<file path="config.mk">
export PLATFORM = sky130hd
export DESIGN_NAME = node_mu_search
export DESIGN_NICKNAME = d
export VERILOG_FILES = /design/src/rtl/node_mu_search.sv
export SDC_FILE = /design/constraint.sdc
export NUM_CORES = 1
export LEC_CHECK = 0
export ABC_AREA = 1
export CAP_MARGIN = 20
export CORE_MARGIN = 1
export CORE_UTILIZATION = 45
export DETAILED_ROUTE_END_ITERATION = 16
export GPL_TIMING_DRIVEN = 0
export PLACE_DENSITY = 0.92
export SETUP_SLACK_MARGIN = 0.02
export SYNTH_ARGS = -nofsm -noshare
export SYNTH_HDL_FRONTEND = slang
export SYNTH_SLANG_ARGS = --single-unit
</file>
<file path="constraint.sdc">
create_clock -name CLK -period 4.5 [get_ports CLK]
set_clock_uncertainty 0.15 [all_clocks]
set_input_delay 1.35 -clock CLK [delete_from_list [all_inputs] [get_ports CLK]]
set_output_delay 1.35 -clock CLK [all_outputs]
set_load 0.1 [all_outputs]
</file>
<file path="src/rtl/node_mu_search.sv">
// node_mu_search: minimisation (mu-operator) node for the recursive-function tree.
// Finds the least y >= 0 such that the child g(x0, x1, y) returns 0.
// The child is driven through the ST/RD/RES handshake; the same handshake is presented upstream.
// Optional search limit with ERR output: define NODE_MU_LIMIT_EN.
module node_mu_search #(
    parameter int unsigned WIDTH    = 16
`ifdef NODE_MU_LIMIT_EN
    ,
    parameter int unsigned MAX_ITER = 16'hFFFF
`endif
) (
    input  logic             CLK,
    input  logic             RST,
    input  logic             ST,
    output logic             RD,
    output logic [WIDTH-1:0] RES,
    input  logic [WIDTH-1:0] IN0,
    input  logic [WIDTH-1:0] IN1,
    output logic             CST,
    input  logic             CRD,
    input  logic [WIDTH-1:0] CRES,
    output logic [WIDTH-1:0] CIN0,
    output logic [WIDTH-1:0] CIN1,
    output logic [WIDTH-1:0] CIN2
`ifdef NODE_MU_LIMIT_EN
    ,
    output logic             ERR
`endif
);

    typedef enum logic [1:0] {
        S_IDLE,
        S_LAUNCH,
        S_WAIT_LO,
        S_WAIT_HI
    } state_t;

`ifdef NODE_MU_LIMIT_EN
    localparam logic [WIDTH-1:0] MAX_Y = WIDTH'(MAX_ITER);
`endif

    state_t           state_q, state_d;
    logic             st_old_q;
    logic             rd_q, rd_d;
    logic [WIDTH-1:0] res_q, res_d;
    logic [WIDTH-1:0] y_q, y_d;
    logic [WIDTH-1:0] x0_q, x0_d;
    logic [WIDTH-1:0] x1_q, x1_d;
`ifdef NODE_MU_LIMIT_EN
    logic             err_q, err_d;
`endif
    logic             start;

    // A new search begins on a rising edge of ST, in any state.
    assign start = ST && !st_old_q;

    // State and datapath registers; ST history is tracked even during reset
    // so a start held high across reset does not launch a search afterwards.
    always_ff @(posedge CLK) begin
        // NOTE: sequential state uses non-blocking assignments so every register
        // samples the pre-edge values, regardless of statement order.
        st_old_q <= ST;
        if (!RST) begin
            state_q <= S_IDLE;
            rd_q    <= 1'b1;
            res_q   <= '0;
            y_q     <= '0;
            x0_q    <= '0;
            x1_q    <= '0;
`ifdef NODE_MU_LIMIT_EN
            err_q   <= 1'b0;
`endif
        end else begin
            state_q <= state_d;
            rd_q    <= rd_d;
            res_q   <= res_d;
            y_q     <= y_d;
            x0_q    <= x0_d;
            x1_q    <= x1_d;
`ifdef NODE_MU_LIMIT_EN
            err_q   <= err_d;
`endif
        end
    end

    // Next-state and datapath update; a start edge overrides any search in progress.
    always_comb begin
        // NOTE: every variable gets a hold-value default first so no path leaves
        // it unassigned, which would otherwise infer a latch.
        state_d = state_q;
        rd_d    = rd_q;
        res_d   = res_q;
        y_d     = y_q;
        x0_d    = x0_q;
        x1_d    = x1_q;
`ifdef NODE_MU_LIMIT_EN
        err_d   = err_q;
`endif
        if (start) begin
            x0_d    = IN0;
            x1_d    = IN1;
            y_d     = '0;
            rd_d    = 1'b0;
`ifdef NODE_MU_LIMIT_EN
            err_d   = 1'b0;
`endif
            state_d = S_LAUNCH;
        end else begin
            case (state_q)
                S_IDLE:    state_d = S_IDLE;
                S_LAUNCH:  state_d = S_WAIT_LO;
                // Child drops ready once it has taken the start.
                S_WAIT_LO: if (!CRD) state_d = S_WAIT_HI;
                S_WAIT_HI: begin
                    if (CRD) begin
                        if (CRES == '0) begin
                            res_d   = y_q;
                            rd_d    = 1'b1;
                            state_d = S_IDLE;
`ifdef NODE_MU_LIMIT_EN
                        end else if (y_q == MAX_Y) begin
                            res_d   = '1;
                            err_d   = 1'b1;
                            rd_d    = 1'b1;
                            state_d = S_IDLE;
`endif
                        end else begin
                            // Without a limit y wraps and the search runs on forever.
                            y_d     = y_q + 1'b1;
                            state_d = S_LAUNCH;
                        end
                    end
                end
                default:   state_d = S_IDLE;
            endcase
        end
    end

    // Outputs: child start is a one-clock pulse in LAUNCH; arguments come straight from registers.
    always_comb begin
        CST  = (state_q == S_LAUNCH);
        RD   = rd_q;
        RES  = res_q;
        CIN0 = x0_q;
        CIN1 = x1_q;
        CIN2 = y_q;
`ifdef NODE_MU_LIMIT_EN
        ERR  = err_q;
`endif
    end

endmodule
</file>
# [Yosys cells after proc, flatten, opt, wreduce, memory -nomap -nowiden]
# Cells that the tools add are included.
[word_totals] elab_cells=41 output_inout_bits=66 in_bits=52 regBits=68
[op_classes] add_sub_neg=1 n_bitwise=3 n_mux=9 n_eq_ne=7 reduce_logical=13
[op_table] cell="adder 16 x 1 -> 16 bit (second input constant)" count=1
[op_table] cell="zero test 16 bit" count=1
[op_table] cell="case mux 2 bit (4 select lines)" count=1
[op_table] cell="2-to-1 mux 1 bit" count=6
[op_table] cell="inequality test 3 bit (second input constant)" count=2
[op_table] cell="AND reduction 3 bit" count=2
[op_table] cell="nonzero test 2 bit" count=3
[op_table] cell="== test 2 bit (second input constant)" count=2
[op_table] cell="2-to-1 mux 2 bit" count=2
[op_table] cell="inequality test 2 bit (second input constant)" count=2
[op_table] cell="AND reduction 2 bit" count=2
[op_table] cell="AND reduction 4 bit" count=1
[op_table] cell="NOT 1 bit" count=3
[op_table] cell="== test 2 x 1 -> 1 bit (second input constant)" count=1
[op_table] cell="zero test 2 bit" count=1
[op_table] cell="OR reduction 2 bit" count=1
[op_table] cell="logical AND 1 bit" count=1
[op_table] cell="zero test 1 bit" count=1

# [Depth between registers and ports, before layout]
[logic_depth] ltp_word=5 depth_mapped=9 ltp_nobuf=8

# [Worst setup path after synthesis]
# OpenSTA, ideal clock, no wires.
[synth_path] path_type="register to output" startpoint="register state_q[1]" endpoint="output port CST" t_required_ns=3.000 stages_incl_launch_ff=3 path_buffers=0 path_slack_ns=1.851 arrival_ns=1.149 cell_sequence="dfxtp_1 inv_1 ha_1"
[synth_between] elab_chain_cells=1
[synth_lines] element="start, declared" line="42" source="state_t state_q, state_d;"
[synth_lines] element="start signal, assigned" line="74" source="state_q <= state_d;"
[synth_lines] element="== test 2 x 1 -> 1 bit" line="141" source="CST = (state_q == S_LAUNCH);"
[synth_lines] element="end, declared" line="19" source="output logic CST,"
# Every way passes these cells.

# [Final worst setup path]
# Ends and elaborated chain as after synthesis.

==> flow_metrics.env <==
export IMPL_status="finished with violations"
export IMPL_violations="DRC"
export IMPL_period_share_pct=79.0
export IMPL_clock_path_buffers=2
export IMPL_dpl_hpwl_mm=6.13
export IMPL_slew_headroom_pct=31.5
export IMPL_ctsResizeCount=0
export IMPL_clock_latency_ns=0.34
export IMPL_path_clk_slew_ns=0.07
export IMPL_via_count=3187
export IMPL_min_period_ns=3.56
export IMPL_num_antenna_cells=0
export IMPL_r2r_end="RES[4]"
export IMPL_die_area_sq_um=7110
export IMPL_layout_nets=613
export IMPL_die_height_microns=84.3
export IMPL_r2r_cells=7
export IMPL_avgSynthCellArea_sq_um=7.10
export IMPL_min_path_cells=2
export IMPL_yosys_most_used_dff="dfxtp_1"
export IMPL_fin_setup_tns_ns=0
export IMPL_yosysMostFrequentCell="nor2_1"
export IMPL_port_buffer_count=117
export IMPL_post_cts_buffers=0
export IMPL_worstPathArrival_ns=2.06
export IMPL_start_util_pct=47.2
export IMPL_syn_to_final_growth_pct=48.2
export IMPL_setup_viol=0
export IMPL_synth_ff_latch_count=68
export IMPL_synth_yosys_seq_area_share_pct=44.7
export IMPL_cts_tree="built"
export IMPL_syn_area_sq_um=3050
export IMPL_syn_nets=485
export IMPL_yosys_area_top_type="dfxtp_1"
export IMPL_overflow=0
export IMPL_end_kind="output pin"
export IMPL_peakVddDrop_mv=0.240
export IMPL_rsz0062_at_grt="no"
export IMPL_drive_gt1_share_pct=8.91
export IMPL_hold_end="CIN0[13]"
export IMPL_io_pins=118
export IMPL_place_area_sq_um=4320
export IMPL_pwr_density_cell_nw_per_um2=319
export IMPL_yosysTopAreaCellShare_pct=44.7
export IMPL_min_path_type="reg2reg"
export IMPL_yosys_warnings=0
export IMPL_drc=5
export IMPL_vias_per_cell=5.00
export IMPL_grt_pass1_vias=3192
export IMPL_synth_area_leaders="dfxtp_1, nor2_1, nand2_1"
export IMPL_crit_type="reg2out"
export IMPL_worst_path_max_fanout=5
export IMPL_r2r_start="state_q[1]"
export IMPL_fin_util_pct=69.9
export IMPL_startpoint_type="flip-flop"
export IMPL_drtIter0Drc=146
export IMPL_wl_per_cell_microns=13.3
export IMPL_maxCapViolCount=0
export IMPL_hold_buffers=0
export IMPL_synth_distinct_cells=26
export IMPL_finish_instance_area_sq_um=4520
export IMPL_tightest_slew_ns=1.02
export IMPL_hold_ws_ns=0.318
export IMPL_fp_dieW_microns=84.3
export IMPL_numCtsBuffers=9
export IMPL_antenna_left=0
export IMPL_cts_sinks=68
export IMPL_cts_htree_levels=3
export IMPL_grt_pass1_wl_mm=14.1
export IMPL_synthArstFlopShare_pct=0
export IMPL_synthTopCellsByCount="nor2_1, nand2_1, dfxtp_1"
export IMPL_grt_total_usage_pct=25.2
export IMPL_hp_start="CIN0[13]"
export IMPL_p_leak_nw=1.89
export IMPL_coreArea_sq_um=6460
export IMPL_antenna_found_initial=0
export IMPL_required_ns=3.00
export IMPL_synth_edff_count=0
export IMPL_clockRootBuffer="clkbuf_8"
export IMPL_rows=29
export IMPL_drt_wl_total_mm=8.48
export IMPL_drv_slew=0
export IMPL_grt_max_degree=12
export IMPL_synthCells=429
export IMPL_power_w=0.00144
export IMPL_fmax_ghz=0.281
export IMPL_first_pass_iters=11
export IMPL_r2r_slack_ns=2.76
export IMPL_hold_viol_final=0
export IMPL_globalplace_congestion=0.863
-- per-stage QoR --
stage               worst slack [ns]  cells
detailed placement              1.31    623
global placement                1.31    623
global route                   0.884    638
floorplan                       1.85    429
CTS                            0.929    638
finish                         0.943    638
-- metal layers --
layer / wire, microns / share of wire, % / global-route usage (%)
met1: 3190 / 38 / 26.1
met5: 0 / 0 / 0
met3: 861 / 10 / 9.14
met4: 225 / 2.7 / 11.4
met2: 4200 / 50 / 45.5
-- registers in the layout, indices dropped and copies added, names as in the netlist --
signal and cells:
CIN0 16, state_q 2, RES 16, CIN2 16, CIN1 16, RD 1
st_old_q 1
-- cells in the final DEF, fill, tap and decap left out, types with 2 or more instances in the layout --
cell	n
clkdlybuf4s50_1	117
nor2_1	114
nand2_1	103
dfxtp_1	68
o21ai_0	33
inv_1	31
clkbuf_8	11
a21oi_2	10
a21oi_1	8
nand3_1	8
clkbuf_1	6
nand4_1	6
nor2_4	5
xor2_1	5
buf_6	4
ha_1	4
buf_1	3
buf_2	3
nand2_2	3
nor2_2	3
inv_2	2
buf_4	2
nand2_4	2
xnor2_1	2
clkinv_2	2
-- cell type report --
type	instances	area, sq um
Timing Repair Buffer	117	1170
Tap cell	77	96.3
Buffer	18	109
Sequential cell	68	1360
Fill cell	507	1940
Multi-Input combinational cell	310	1450
Clock buffer	11	151
Clock inverter	4	48.8
Inverter	33	124
-- worst max-delay path, stage by stage, from the launching register on --
cell and delay (ns):
dfxtp_1 0.36, inv_1 0.08, ha_1 0.15, clkdlybuf4s50_1 1.13
-- how the worst max path moves through the flow --
stage	slack [ns]	from	end	depth (start not counted)
3_3_place_gp	1.31	CIN2[5]	CIN2[5]	1
4_1_cts	0.93	state_q[1]	CST	3
3_5_place_dp	1.31	state_q[1]	CST	3
2_1_floorplan	1.85	state_q[1]	CST	2
6_report	0.94	state_q[1]	CST	3
5_1_grt	0.88	state_q[1]	CST	3
-- where the power goes --
group	internal, W	switching [W]	total (W)
combinational	0.0000882	0.000205	0.000293
sequential	0.000623	0.0000127	0.000636
clock	0.000282	0.000231	0.000514
-- kinds of logic (layout without fill, tap and decap cells) --
family	count (synthesis)	count (layout)	share of synthesized area, %
simple gates	246	246	34.0
compound gates	53	53	10.1
buf+inv	51	183	7.64
flops	68	68	44.7
fa+ha+maj	4	4	1.64
xor+xnor	7	7	2.01
(Power assumes the default switching activity.)
